<file path="config.mk">
export PLATFORM = sky130hd
export DESIGN_NAME = uart_rx
export DESIGN_NICKNAME = d
export VERILOG_FILES = /design/src/rtl/uart_rx.sv
export SDC_FILE = /design/constraint.sdc
export NUM_CORES = 1
export LEC_CHECK = 0
export BUFFER_PORTS_ARGS = -buffer_cell sky130_fd_sc_hd__buf_4
export CAP_MARGIN = 15
export CELL_PAD_IN_SITES_DETAIL_PLACEMENT = 0
export CELL_PAD_IN_SITES_GLOBAL_PLACEMENT = 1
export CORE_ASPECT_RATIO = 1.1
export CORE_UTILIZATION = 30
export DETAILED_ROUTE_END_ITERATION = 6
export GPL_ROUTABILITY_DRIVEN = 0
export PLACE_DENSITY = 0.56
export SYNTH_ARGS = -nofsm -noshare
export SYNTH_HDL_FRONTEND = slang
export SYNTH_SLANG_ARGS = --single-unit
</file>
<file path="constraint.sdc">
create_clock -name CLOCK_50 -period 5.5 [get_ports CLOCK_50]
set_input_delay 1.1 -clock CLOCK_50 [delete_from_list [all_inputs] [get_ports CLOCK_50]]
set_output_delay 1.1 -clock CLOCK_50 [all_outputs]
set_load 0.01 [all_outputs]
</file>
<file path="src/rtl/uart_rx.sv">
// ---------------------------------------------------------------------------
// uart_rx
//   Receive side of the board RS-232 port. UART_RXD is oversampled at 16x the
//   baud rate and decoded as 8N1, LSB first. Good bytes go into a small FIFO
//   that is offered to the host on a valid/ready interface. UART_CTS throttles
//   the far end when the FIFO is nearly full.
//
// Handshake: a byte transfers on every rising edge of CLOCK_50 where
//   rx_valid=1 and rx_ready=1. While rx_valid=1 and rx_ready=0, rx_data holds
//   steady. rx_valid does not depend on rx_ready. rx_data reads 0 when
//   rx_valid=0.
//
// Ports:
//   CLOCK_50     in   single clock, rising edge
//   reset        in   synchronous, active-high
//   UART_RXD     in   asynchronous serial input, idles high
//   UART_CTS     out  active-low clear-to-send (1 = stop sending)
//   rx_data      out  byte at the FIFO head
//   rx_valid     out  FIFO non-empty
//   rx_ready     in   consumer accepts the head byte
//   framing_err  out  one-cycle pulse: stop bit sampled as 0
//   overrun      out  one-cycle pulse: good byte dropped, FIFO full
//   fsm_state_o  out  debug view of the receive FSM
//                     (0 IDLE, 1 START, 2 DATA, 3 STOP)
// ---------------------------------------------------------------------------
module uart_rx #(
    parameter int CLK_HZ     = 50000000,
    parameter int BAUD       = 115200,
    parameter int FIFO_DEPTH = 4,
    parameter int DIV        = (CLK_HZ + 8 * BAUD) / (16 * BAUD)
) (
    input  logic       CLOCK_50,
    input  logic       reset,
    input  logic       UART_RXD,
    output logic       UART_CTS,
    output logic [7:0] rx_data,
    output logic       rx_valid,
    input  logic       rx_ready,
    output logic       framing_err,
    output logic       overrun,
    output logic [1:0] fsm_state_o
);

    localparam int TW = (DIV > 1) ? $clog2(DIV) : 1;
    localparam int AW = $clog2(FIFO_DEPTH);
    localparam int PW = AW + 1;

    typedef enum logic [1:0] {
        S_IDLE  = 2'd0,
        S_START = 2'd1,
        S_DATA  = 2'd2,
        S_STOP  = 2'd3
    } state_t;

    // ------------------------------------------------------------------
    // Synchronizer and tick generator
    // ------------------------------------------------------------------
    logic          sync1_q, rxs_q, rxs_prev_q;
    logic [TW-1:0] tcnt_q, tcnt_d;
    logic          tick;

    assign tick   = (tcnt_q == TW'(DIV - 1));
    assign tcnt_d = tick ? '0 : tcnt_q + 1'b1;

    // rxs_prev_q follows rxs_q only on ticks, so a fall is seen as a
    // tick-to-tick change and cannot be missed between ticks. It also keeps
    // tracking during a frame, which means a line stuck low after a bad stop
    // bit produces no new start until it has gone high again.
    always_ff @(posedge CLOCK_50) begin
        if (reset) begin
            sync1_q    <= 1'b1;
            rxs_q      <= 1'b1;
            rxs_prev_q <= 1'b1;
            tcnt_q     <= '0;
        end else begin
            sync1_q <= UART_RXD;
            rxs_q   <= sync1_q;
            tcnt_q  <= tcnt_d;
            if (tick) begin
                rxs_prev_q <= rxs_q;
            end
        end
    end

    // ------------------------------------------------------------------
    // Receive FSM
    // ------------------------------------------------------------------
    state_t     state_q, state_d;
    logic [3:0] os_q, os_d;
    logic [2:0] bi_q, bi_d;
    logic [7:0] shreg_q, shreg_d;
    logic       push;
    logic       ferr_d;

    always_ff @(posedge CLOCK_50) begin
        if (reset) begin
            state_q <= S_IDLE;
            os_q    <= '0;
            bi_q    <= '0;
            shreg_q <= '0;
        end else begin
            state_q <= state_d;
            os_q    <= os_d;
            bi_q    <= bi_d;
            shreg_q <= shreg_d;
        end
    end

    always_comb begin
        state_d = state_q;
        os_d    = os_q;
        bi_d    = bi_q;
        shreg_d = shreg_q;
        push    = 1'b0;
        ferr_d  = 1'b0;
        if (tick) begin
            case (state_q)
                S_IDLE: begin
                    if (rxs_prev_q && !rxs_q) begin
                        os_d    = '0;
                        state_d = S_START;
                    end
                end
                S_START: begin
                    // Mid start bit: a high line means the fall was a glitch.
                    if (os_q == 4'd7) begin
                        if (rxs_q) begin
                            state_d = S_IDLE;
                        end else begin
                            os_d    = '0;
                            bi_d    = '0;
                            state_d = S_DATA;
                        end
                    end else begin
                        os_d = os_q + 4'd1;
                    end
                end
                S_DATA: begin
                    // os wraps 15 -> 0, giving one sample per 16 ticks.
                    os_d = os_q + 4'd1;
                    if (os_q == 4'd15) begin
                        shreg_d[bi_q] = rxs_q;
                        bi_d          = bi_q + 3'd1;
                        if (bi_q == 3'd7) begin
                            state_d = S_STOP;
                        end
                    end
                end
                S_STOP: begin
                    os_d = os_q + 4'd1;
                    if (os_q == 4'd15) begin
                        state_d = S_IDLE;
                        if (rxs_q) begin
                            push = 1'b1;
                        end else begin
                            ferr_d = 1'b1;
                        end
                    end
                end
                default: state_d = S_IDLE;
            endcase
        end
    end

    assign fsm_state_o = state_q;

    // ------------------------------------------------------------------
    // Receive FIFO
    // ------------------------------------------------------------------
    logic [7:0]    mem_q [FIFO_DEPTH];
    logic [PW-1:0] wr_ptr_q, rd_ptr_q;
    logic [PW-1:0] count;
    logic          empty, full, pop, wr_en;
    logic          ovr_d, cts_d;
    logic          cts_q, ferr_q, ovr_q;

    assign empty = (wr_ptr_q == rd_ptr_q);
    assign full  = (wr_ptr_q[PW-1] != rd_ptr_q[PW-1]) &&
                   (wr_ptr_q[AW-1:0] == rd_ptr_q[AW-1:0]);
    assign pop   = rx_valid && rx_ready;
    // A pop in the same cycle frees the head slot, so a full FIFO still
    // accepts the byte.
    assign wr_en = push && (!full || pop);
    assign ovr_d = push && full && !pop;
    assign count = wr_ptr_q - rd_ptr_q;
    assign cts_d = (count >= PW'(FIFO_DEPTH - 1));

    always_ff @(posedge CLOCK_50) begin
        if (wr_en) begin
            mem_q[wr_ptr_q[AW-1:0]] <= shreg_q;
        end
    end

    always_ff @(posedge CLOCK_50) begin
        if (reset) begin
            wr_ptr_q <= '0;
            rd_ptr_q <= '0;
            cts_q    <= 1'b0;
            ferr_q   <= 1'b0;
            ovr_q    <= 1'b0;
        end else begin
            if (wr_en) begin
                wr_ptr_q <= wr_ptr_q + 1'b1;
            end
            if (pop) begin
                rd_ptr_q <= rd_ptr_q + 1'b1;
            end
            cts_q  <= cts_d;
            ferr_q <= ferr_d;
            ovr_q  <= ovr_d;
        end
    end

    assign rx_valid    = !empty;
    assign rx_data     = rx_valid ? mem_q[rd_ptr_q[AW-1:0]] : 8'h00;
    assign UART_CTS    = cts_q;
    assign framing_err = ferr_q;
    assign overrun     = ovr_q;

endmodule
</file>
==> results by group, run 1 <==
Synth
  • Synth async-reset ratio: 0%
  • Area contributors post-synth: edfxtp_1 31%, dfxtp_1 24%, mux4_2 5.9%
  • Adder-cell share of the synthesized area: 5.562%
  • Post-synthesis mux area share: 9.489%
  • Count of different cell masters after synthesis: 46
  • Largest family of logic cells by synthesized area: simple AND/OR/NAND/NOR gates
  • Mean post-synth cell area: 11.95 µm²
  • Compound-cell area share of the yosys netlist: 9.121%
  • Post-synth top area cell: edfxtp_1
  • Syn_nets: 273
  • Post-synthesis xor/xnor area fraction: 2.004%
  • Synth warn: 0
  • Sequential area share after synthesis: 54.97%
  • Post-synth EDFFs: 32
  • Synth Instances: 256
  • Synth Flop Type: dfxtp_1
  • Synth Cell Area: 3059 µm²
  • Yosys top cell area share: 31.41%
  • Area fraction in and, or, nand and nor cells after synthesis: 15.87%
  • Synth Register Bits: 68

Pwr
  • Switching Share: 19.74%
  • Internal Power: 832.7 µW
  • Logic pwr share: 1.5%
  • Pwr/cell area: 294.4 nW/µm²
  • Final Power: 1038 µW
  • Flop pwr share: 51.1%
  • VDD IR max: 85.82 µV
  • Lkg Pwr: 0.001334 µW
  • Sw Pwr: 204.8 µW
  • Clock share of power: 47.4%

Clock network
  • Clk buf depth: 2
  • Worst-path clk slew: 0.08 ns
  • Clock sink total: 68
  • Clk Latency, worst-skew pair: 0.34 ns
  • CTS buffer count: 9
  • Setup Fix Bufs, Post-CTS: 0
  • Htree depth: 3
  • Hold bufs inserted after CTS: 0
  • Resize count post-CTS: 0
  • Root Buffer: clkbuf_8
  • CTS tree: done

Worst setup path
  • Critical Path RT: 4.40 ns
  • FF-to-FF setup slack: 3.12 ns
  • Worst r2r path cells: 5
  • FF-to-FF End: mem_q[1][3]$_DFFE_PP_
  • CP Capture Type: primary output
  • R2R Path Start: tcnt_q[0]$_SDFF_PP0_
  • Crit Path Max Fanout: 9
  • Critical Path Sink: rx_data[4]
  • CP Launch Point: wr_ptr_q[0]$_SDFFE_PP0N_
  • WS Path Type: register to primary output
  • Setup crit start kind: register
  • CP arrival: 2.05 ns

Finish
  • Nets: 287
  • Ant. Diodes: 0
  • Fill count: 999
  • Synth-to-layout area growth: 15.21%
  • Fin util: 35.64%
  • Most frequent cells in the layout: 36 x dfxtp_1, 32 x edfxtp_1, 20 x nor2_1, 18 x buf_4
  • Share of cells above drive strength 1: 18.18%
  • Commonest non-fill, non-tap cell in the layout: dfxtp_1

Placed design
  • Port Buf Inserts: 17
  • DPL Wire Length: 3.751 mm

GRT
  • Total global routing overflow: 0
  • Largest net degree at the start of global routing: 35
  • Vias in the first global route: 1867
  • Antenna violations before repair: 0
  • Global-route wire length before repair: 9.501 mm
  • GRT Util Overall: 11.78%

STA
  • Unrepaired setup endpoints after global routing: false
  • Fin crit share: 57.22%
  • Final hold violation count: 0
  • F_max: 317.8 MHz
  • Worst Skew: 0.009991 ns
  • Final Slew Violations: 0
  • # setup viols final: 0
  • Worst rel slew slack: 56.96%
  • Sum Neg Setup Slack: 0 ns
  • Hold Worst Slack: 0.4130 ns
  • Min Tclk post-route: 3.147 ns
  • Worst-Margin Slew: 0.6432 ns

Routing
  • Iter 0 DRT Violations: 66
  • Avg WL per Cell: 14.38 µm
  • Initial DRT Pass Iterations: 6
  • DRC Markers: 0
  • Vias per cell: 4.954
  • DR vias: 1957
  • Final WL: 5.680 mm
  • ANT nets after route: 0

Floorplan
  • Ports: 18
  • Starting Density: 30.93%
  • Die area: 10610 µm²
  • Core Area: 9889 µm²
  • Die Ht: 107.9 µm
  • Die Width: 98.28 µm
  • Row cnt: 38

Status
  • Outcome: completed

Worst hold path
  • Worst Hold Class: register to register

Job
  • Max_cap viols: 0
==> stage by stage <==
step	worst slack, ns	area (µm²)	instances
floorplan	2.979	3059	256
global placement	2.705	3287	379
detailed placement	2.645	3287	379
CTS	2.246	3525	395
global route	2.107	3525	395
finish	2.353	3525	395
==> kinds of logic after synthesis <==
group | Yosys count
AND/OR/NAND/NOR | 84
flip-flops | 68
AO/OA/AOI/OAI | 41
buffers and inverters | 24
multiplexers | 19
adder cells (fa/ha/maj) | 13
XOR/XNOR | 7
==> layer usage <==
| layer | wire (µm) | global-route usage (%) | up-vias |
|---|---|---|---|
| met5 | 0 | 0 | - |
| met4 | 92 | 6.183 | 0 |
| met3 | 164 | 3.052 | 9 |
| met2 | 2656 | 18.56 | 29 |
| met1 | 2766 | 14.91 | 939 |
| li1 | - | - | 980 |
==> worst min-delay path by stage <==
stage                             startpoint          endpoint  slack [ns]  cells after the start
final                     sync1_q$_SDFF_PP1_  rxs_q$_SDFF_PP1_        0.41                      1
after global routing      sync1_q$_SDFF_PP1_  rxs_q$_SDFF_PP1_        0.42                      1
after global placement    sync1_q$_SDFF_PP1_  rxs_q$_SDFF_PP1_        0.39                      1
after CTS                 sync1_q$_SDFF_PP1_  rxs_q$_SDFF_PP1_        0.41                      1
after detailed placement  sync1_q$_SDFF_PP1_  rxs_q$_SDFF_PP1_        0.39                      1
after floorplan           sync1_q$_SDFF_PP1_  rxs_q$_SDFF_PP1_        0.39                      1
==> registers in the layout, indices dropped and copies added, names as in the netlist, named ones only <==
register,count
UART_CTS,1
bi_q,3
framing_err,1
fsm_state_o,1
mem_q,32
os_q,4
overrun,1
rd_ptr_q,3
rxs_prev_q,1
rxs_q,1
shreg_q,8
sync1_q,1
tcnt_q,5
wr_ptr_q,3
==> critical path, stage by stage (launching register included) <==
cell and delay (ns):
dfxtp_1 0.38, inv_1 0.10, ha_1 0.30, nand2_1 0.12, nor2_1 0.52, nor2b_1 0.11
buf_4 0.17
==> power groups by stage <==
stage / logic [µW] / registers (µW) / clock network, µW
after detailed placement: 15.4 / 542 / 0
after CTS: 15.6 / 530 / 506
after floorplan: 11.8 / 540 / 0
after global placement: 15.5 / 542 / 0
after global routing: 17.3 / 530 / 525
final: 15.2 / 530 / 492
==> synth_stat cells (all sizes together), types with 5 or more instances <==
| master | number |
|---|---|
| a21oi | 9 |
| and3 | 5 |
| clkbuf | 14 |
| dfxtp | 36 |
| edfxtp | 32 |
| ha | 12 |
| inv | 9 |
| mux2i | 11 |
| mux4 | 8 |
| nand3 | 8 |
| nand4 | 7 |
| nor2 | 20 |
| nor2b | 12 |
| nor3 | 8 |
| o21ai | 9 |
==> cell type report <==
type	count	area [µm²]	share of cell area, %
inverters	9	33.78	0.9585
repair buffers	18	135.1	3.834
multi-input cells	164	1286	36.49
well taps	120	150.1	4.260
flip-flops and latches	68	1682	47.71
clock inverters	7	113.9	3.230
clock buffers	9	123.9	3.514
Power figures use the tool's default switching activity.
==> run 2, diff against run 1 <==
Clock period 5.5 ns to 3.2 ns, I/O delays scaled along.
==> run 2 against run 1 <==
  * Die area did not move
  * Via count rose by 0.56%
  * Critical path depth is the same
  * Hold slack better by 0.0018 ns
  * Sequential share of layout area increased by 0.31 points
  * Clock skew decreased by 0.00052 ns
  * Utilization decreased by 0.23 points
  * Critical path type unchanged
  * Largest cell class unchanged
  * Largest power group unchanged
==> results by group, run 2 (synthesized netlist as in run 1, its figures left out) <==
Floorplan
  • Die Ht: 107.9 µm
  • Ports: 18
  • Row cnt: 38
  • Starting Density: 30.93%
  • Die area: 10610 µm²
  • Core Area: 9889 µm²
  • Die Width: 98.28 µm

Clock network
  • Htree depth: 3
  • Clk buf depth: 2
  • Resize count post-CTS: 0
  • Clock sink total: 68
  • Root Buffer: clkbuf_8
  • Worst-path clk slew: 0.08 ns
  • Hold bufs inserted after CTS: 0
  • CTS tree: done
  • Setup Fix Bufs, Post-CTS: 0
  • CTS buffer count: 9
  • Clk Latency, worst-skew pair: 0.35 ns

Worst setup path
  • R2R Path Start: tcnt_q[0]$_SDFF_PP0_
  • CP arrival: 2.10 ns
  • FF-to-FF End: mem_q[2][3]$_DFFE_PP_
  • CP Capture Type: primary output
  • Critical Path RT: 2.56 ns
  • Crit Path Max Fanout: 9
  • Setup crit start kind: register
  • Worst r2r path cells: 5
  • FF-to-FF setup slack: 0.87 ns
  • WS Path Type: register to primary output

STA
  • F_max: 364.9 MHz
  • Setup ws final: 0.4594 ns
  • # setup viols final: 0
  • Unrepaired setup endpoints after global routing: false
  • Final Slew Violations: 0
  • Min Tclk post-route: 2.741 ns
  • Sum Neg Setup Slack: 0 ns
  • Worst rel slew slack: 55.47%
  • Worst Skew: 0.009470 ns
  • Final hold violation count: 0
  • Fin crit share: 85.64%
  • Worst-Margin Slew: 0.6655 ns

Routing
  • Avg WL per Cell: 14.89 µm
  • Initial DRT Pass Iterations: 6
  • DR vias: 1968
  • DRT met1 WL: 2.685 mm
  • Met2 Wirelength: 2.960 mm
  • Iter 0 DRT Violations: 92
  • ANT nets after route: 0
  • Routed wl met3: 129 µm
  • DRC Markers: 0
  • Vias per cell: 4.970
  • Final WL: 5.896 mm
  • DR top layer: met4

Worst hold path
  • Worst hold start: sync1_q$_SDFF_PP1_
  • Hold worst-path end: rxs_q$_SDFF_PP1_
  • Worst Hold Class: register to register
  • Hold depth: 1

Status
  • Outcome: completed

Placed design
  • DPL Wire Length: 3.972 mm
  • Worst slack at placement: 0.7449 ns
  • Port Buf Inserts: 17
  • Placed standard-cell area: 3294 µm²

GRT
  • Vias in the first global route: 2009
  • GRT Util Overall: 12.60%
  • Global-route wire length before repair: 10.06 mm
  • Largest net degree at the start of global routing: 35
  • Total global routing overflow: 0
  • Antenna violations before repair: 0

Job
  • Max_cap viols: 0

Finish
  • Commonest non-fill, non-tap cell in the layout: dfxtp_1
  • Synth-to-layout area growth: 14.48%
  • Most frequent cells in the layout: 36 x dfxtp_1, 32 x edfxtp_1, 20 x nor2_1, 19 x buf_4
  • Share of cells above drive strength 1: 19.20%
  • Fill count: 993
  • Multi-input logic area: 1286 µm²
  • Nets: 288
  • Sequential Area: 1682 µm²
  • Design area: 3502 µm²
  • Ant. Diodes: 0
  • Max reg flops: 32

Pwr
  • Lkg Pwr: 0.001327 µW
  • Pwr/cell area: 478.6 nW/µm²
  • Final Power: 1676 µW
  • VDD IR max: 205.0 µV
run 2: changes by cell type in the layout (fill, tap and decap cells not counted), sizes merged:
cell	delta
buf	+1
inv	+2
bufinv	-2
run 2: worst max-delay path: stages (launching register included):
cell and delay (ns):
dfxtp_1 0.38, inv_1 0.11, ha_1 0.30, nand2_1 0.13, nor2_1 0.55, nor2b_1 0.12, buf_4 0.17
run 2: how the worst max path moves through the flow:
stage	slack, ns	from	endpoint
CTS	0.35	wr_ptr_q[0]$_SDFFE_PP0N_	rx_data[4]
finish	0.46	wr_ptr_q[0]$_SDFFE_PP0N_	rx_data[4]
global placement	0.80	wr_ptr_q[0]$_SDFFE_PP0N_	rx_data[1]
global route	0.22	wr_ptr_q[0]$_SDFFE_PP0N_	rx_data[4]
floorplan	0.85	tcnt_q[0]$_SDFF_PP0_	mem_q[3][0]$_DFFE_PP_
detailed placement	0.74	wr_ptr_q[0]$_SDFFE_PP0N_	rx_data[4]
run 2: final cells by class:
cell class / count / share of cell area, %
Sequential cell: 68 / 48.02
Multi-Input combinational cell: 164 / 36.73
Tap cell: 120 / 4.287
Timing Repair Buffer: 19 / 4.073
Clock buffer: 9 / 3.537
Clock inverter: 7 / 2.394
Inverter: 9 / 0.9646
run 2: per-layer routing:
metal | GRT usage [%] | vias up
li1 | - | 983
met1 | 14.46 | 950
met2 | 22.13 | 25
met3 | 2.662 | 10
met4 | 6.716 | 0
met5 | 0 | -
run 2: metrics by stage:
step                      hold slack, ns  cells  utilization [%]
after floorplan                   0.3895    256                -
after CTS                         0.4176    396            35.41
after global routing              0.4382    396            35.41
final                             0.4149    396            35.41
after global placement            0.3941    380            33.31
after detailed placement          0.3975    380            33.31
run 2: power by group:
group | internal [µW] | switching (µW)
sequential | 905 | 5.61
clock | 373 | 366
combinational | 10.7 | 15.8
==> run 3, diff against run 2 <==
--- a/config.mk
+++ b/config.mk
@@ -11,4 +11,5 @@
 export CELL_PAD_IN_SITES_GLOBAL_PLACEMENT = 1
 export CORE_ASPECT_RATIO = 1.1
+export CORE_MARGIN = 10
 export CORE_UTILIZATION = 30
 export DETAILED_ROUTE_END_ITERATION = 6
==> constraint.sdc (replaced) <==
create_clock -name CLOCK_50 -period 3.2 [get_ports CLOCK_50]
set_input_delay 0.48 -clock CLOCK_50 [delete_from_list [all_inputs] [get_ports CLOCK_50]]
set_output_delay 0.48 -clock CLOCK_50 [all_outputs]
set_load 0.01 [all_outputs]
==> run 3 against run 2 <==
  * Global-route usage fell by 3.7 points
  * Die area rose by 38%
  * Sequential share of layout area fell by 0.32 points
  * Power rose by 3.2%
  * Clock power rose by 7.0%
  * Non-clock buffer count rose by 1
  * Final area rose by 0.68%
  * Largest cell class unchanged
==> results by group, run 3 (synthesized netlist as in run 1, its figures left out) <==
GRT
  • Global-route wire length before repair: 10.37 mm
  • GRT Util Overall: 8.936%
  • Antenna violations before repair: 0
  • Largest net degree at the start of global routing: 35
  • Total global routing overflow: 0
  • Vias in the first global route: 2009

Worst setup path
  • Worst r2r path cells: 5
  • FF-to-FF setup slack: 0.86 ns
  • FF-to-FF End: mem_q[0][7]$_DFFE_PP_
  • Critical Path RT: 2.72 ns
  • R2R Path Start: tcnt_q[0]$_SDFF_PP0_
  • Crit-path cells: inv_1 > ha_1 > nand2_1 > nor2_1 > nor2b_1 > buf_4
  • Setup crit start kind: register
  • CP Capture Type: primary output
  • Crit path buf inv count: 2
  • WS Path Type: register to primary output
  • CP arrival: 2.10 ns
  • Crit Path Max Fanout: 9
  • Slowest cell delay on critical path: 0.53 ns
  • CP delay by family, top: simple AND/OR/NAND/NOR gates
  • Max stage delay cell, worst path: nor2_1

Finish
  • Fin cells: 397
  • Most frequent cells in the layout: 36 x dfxtp_1, 32 x edfxtp_1, 20 x nor2_1, 20 x buf_4
  • Commonest non-fill, non-tap cell in the layout: dfxtp_1
  • Synth-to-layout area growth: 15.26%
  • Ant. Diodes: 0
  • Design area: 3526 µm²
  • Max reg flops: 32
  • Share of cells above drive strength 1: 19.49%
  • Nets: 289

Placed design
  • Placed insts: 381
  • DPL Wire Length: 4.127 mm
  • Placed standard-cell area: 3302 µm²
  • Port Buf Inserts: 17

Routing
  • DRC Markers: 0
  • Initial DRT Pass Iterations: 4
  • Routed wl met3: 276 µm
  • Avg WL per Cell: 15.20 µm
  • DRT met1 WL: 2.806 mm
  • ANT nets after route: 0
  • Met2 Wirelength: 2.875 mm
  • DR top layer: met4
  • Iter 0 DRT Violations: 90
  • Final WL: 6.034 mm
  • Vias per cell: 5.010
  • DR vias: 1989

Floorplan
  • Core Area: 9937 µm²
  • Row cnt: 38
  • Die Width: 116.3 µm
  • Ports: 18
  • Starting Density: 30.79%
  • Die area: 14640 µm²
  • Die Ht: 125.9 µm

Clock network
  • Setup Fix Bufs, Post-CTS: 0
  • Clk buf depth: 2
  • Resize count post-CTS: 0
  • Hold bufs inserted after CTS: 0
  • Htree depth: 3
  • CTS tree: done
  • Root Buffer: clkbuf_8
  • Clk Latency, worst-skew pair: 0.34 ns
  • CTS buffer count: 9
  • Worst-path clk slew: 0.07 ns
  • Clock sink total: 68

Worst hold path
  • Worst hold start: UART_RXD
  • Hold depth: 2
  • Worst Hold Class: input pin to register
  • Hold worst-path end: sync1_q$_SDFF_PP1_

STA
  • Worst Skew: 0.007645 ns
  • F_max: 387.2 MHz
  • Final hold violation count: 0
  • Sum Neg Setup Slack: 0 ns
  • Unrepaired setup endpoints after global routing: false
  • Final Slew Violations: 0
  • Fin crit share: 80.70%
  • Worst-Margin Slew: 0.6480 ns
  • # setup viols final: 0
  • Min Tclk post-route: 2.582 ns
  • Worst rel slew slack: 56.64%

Pwr
  • Pwr/cell area: 490.4 nW/µm²
  • VDD IR max: 164.2 µV
  • Final Power: 1729 µW
  • Lkg Pwr: 0.001332 µW

Job
  • Max_cap viols: 0

Status
  • Outcome: completed
run 3: cell types whose count changed in the layout (fill, tap and decap cells not counted), sizes merged:
cell	change
buf	+1
bufinv	+1
clkinv	-1
clkinvlp	+2
inv	-2
run 3: how the worst max path moves through the flow:
| stage | from | slack [ns] | cells past startpoint | to |
|---|---|---|---|---|
| floorplan | tcnt_q[0]$_SDFF_PP0_ | 0.85 | 6 | mem_q[3][0]$_DFFE_PP_ |
| global placement | tcnt_q[0]$_SDFF_PP0_ | 0.88 | 5 | mem_q[1][5]$_DFFE_PP_ |
| detailed placement | tcnt_q[0]$_SDFF_PP0_ | 0.82 | 5 | mem_q[0][4]$_DFFE_PP_ |
| CTS | wr_ptr_q[0]$_SDFFE_PP0N_ | 0.50 | 6 | rx_data[3] |
| global route | wr_ptr_q[0]$_SDFFE_PP0N_ | 0.34 | 6 | rx_data[3] |
| finish | wr_ptr_q[0]$_SDFFE_PP0N_ | 0.62 | 6 | rx_data[3] |
run 3: area by class of cell:
type,count,area (µm²)
repair buffers,20,150.1
well taps,120,150.1
multi-input cells,164,1286
clock buffers,9,123.9
fillers,947,6411
flip-flops and latches,68,1682
clock inverters,7,100.1
inverters,9,33.78
run 3: worst register-to-register path, cell delays in order (launching register included):
cell and delay [ns]:
dfxtp_1 0.34, inv_1 0.07, ha_1 0.22, nand4b_4 0.24
nor4_1 0.61, and3_1 0.52
run 3: power by group:
part	internal, µW	switching (µW)	total [µW]	leakage (µW)
Clock	442	349	791	0.000102
Sequential	905	5.86	911	0.000587
Combinational	10.6	16.2	26.9	0.000642
run 3: metrics by stage:
stage / hold slack [ns] / setup slack [ns] / util [%]
5_1_grt: 0.2952 / 0.3357 / 35.48
3_5_place_dp: 0.3975 / 0.8187 / 33.23
6_report: 0.3218 / 0.6176 / 35.48
3_3_place_gp: 0.3954 / 0.8792 / 33.23
2_1_floorplan: 0.3895 / 0.8539 / -
4_1_cts: 0.3005 / 0.4974 / 35.48
run 3: metal layers:
layer | vias to the layer above | GRT usage, %
met5 | - | 0
met4 | 0 | 3.537
met3 | 7 | 3.229
met2 | 35 | 14.09
met1 | 963 | 10.79
li1 | 984 | -
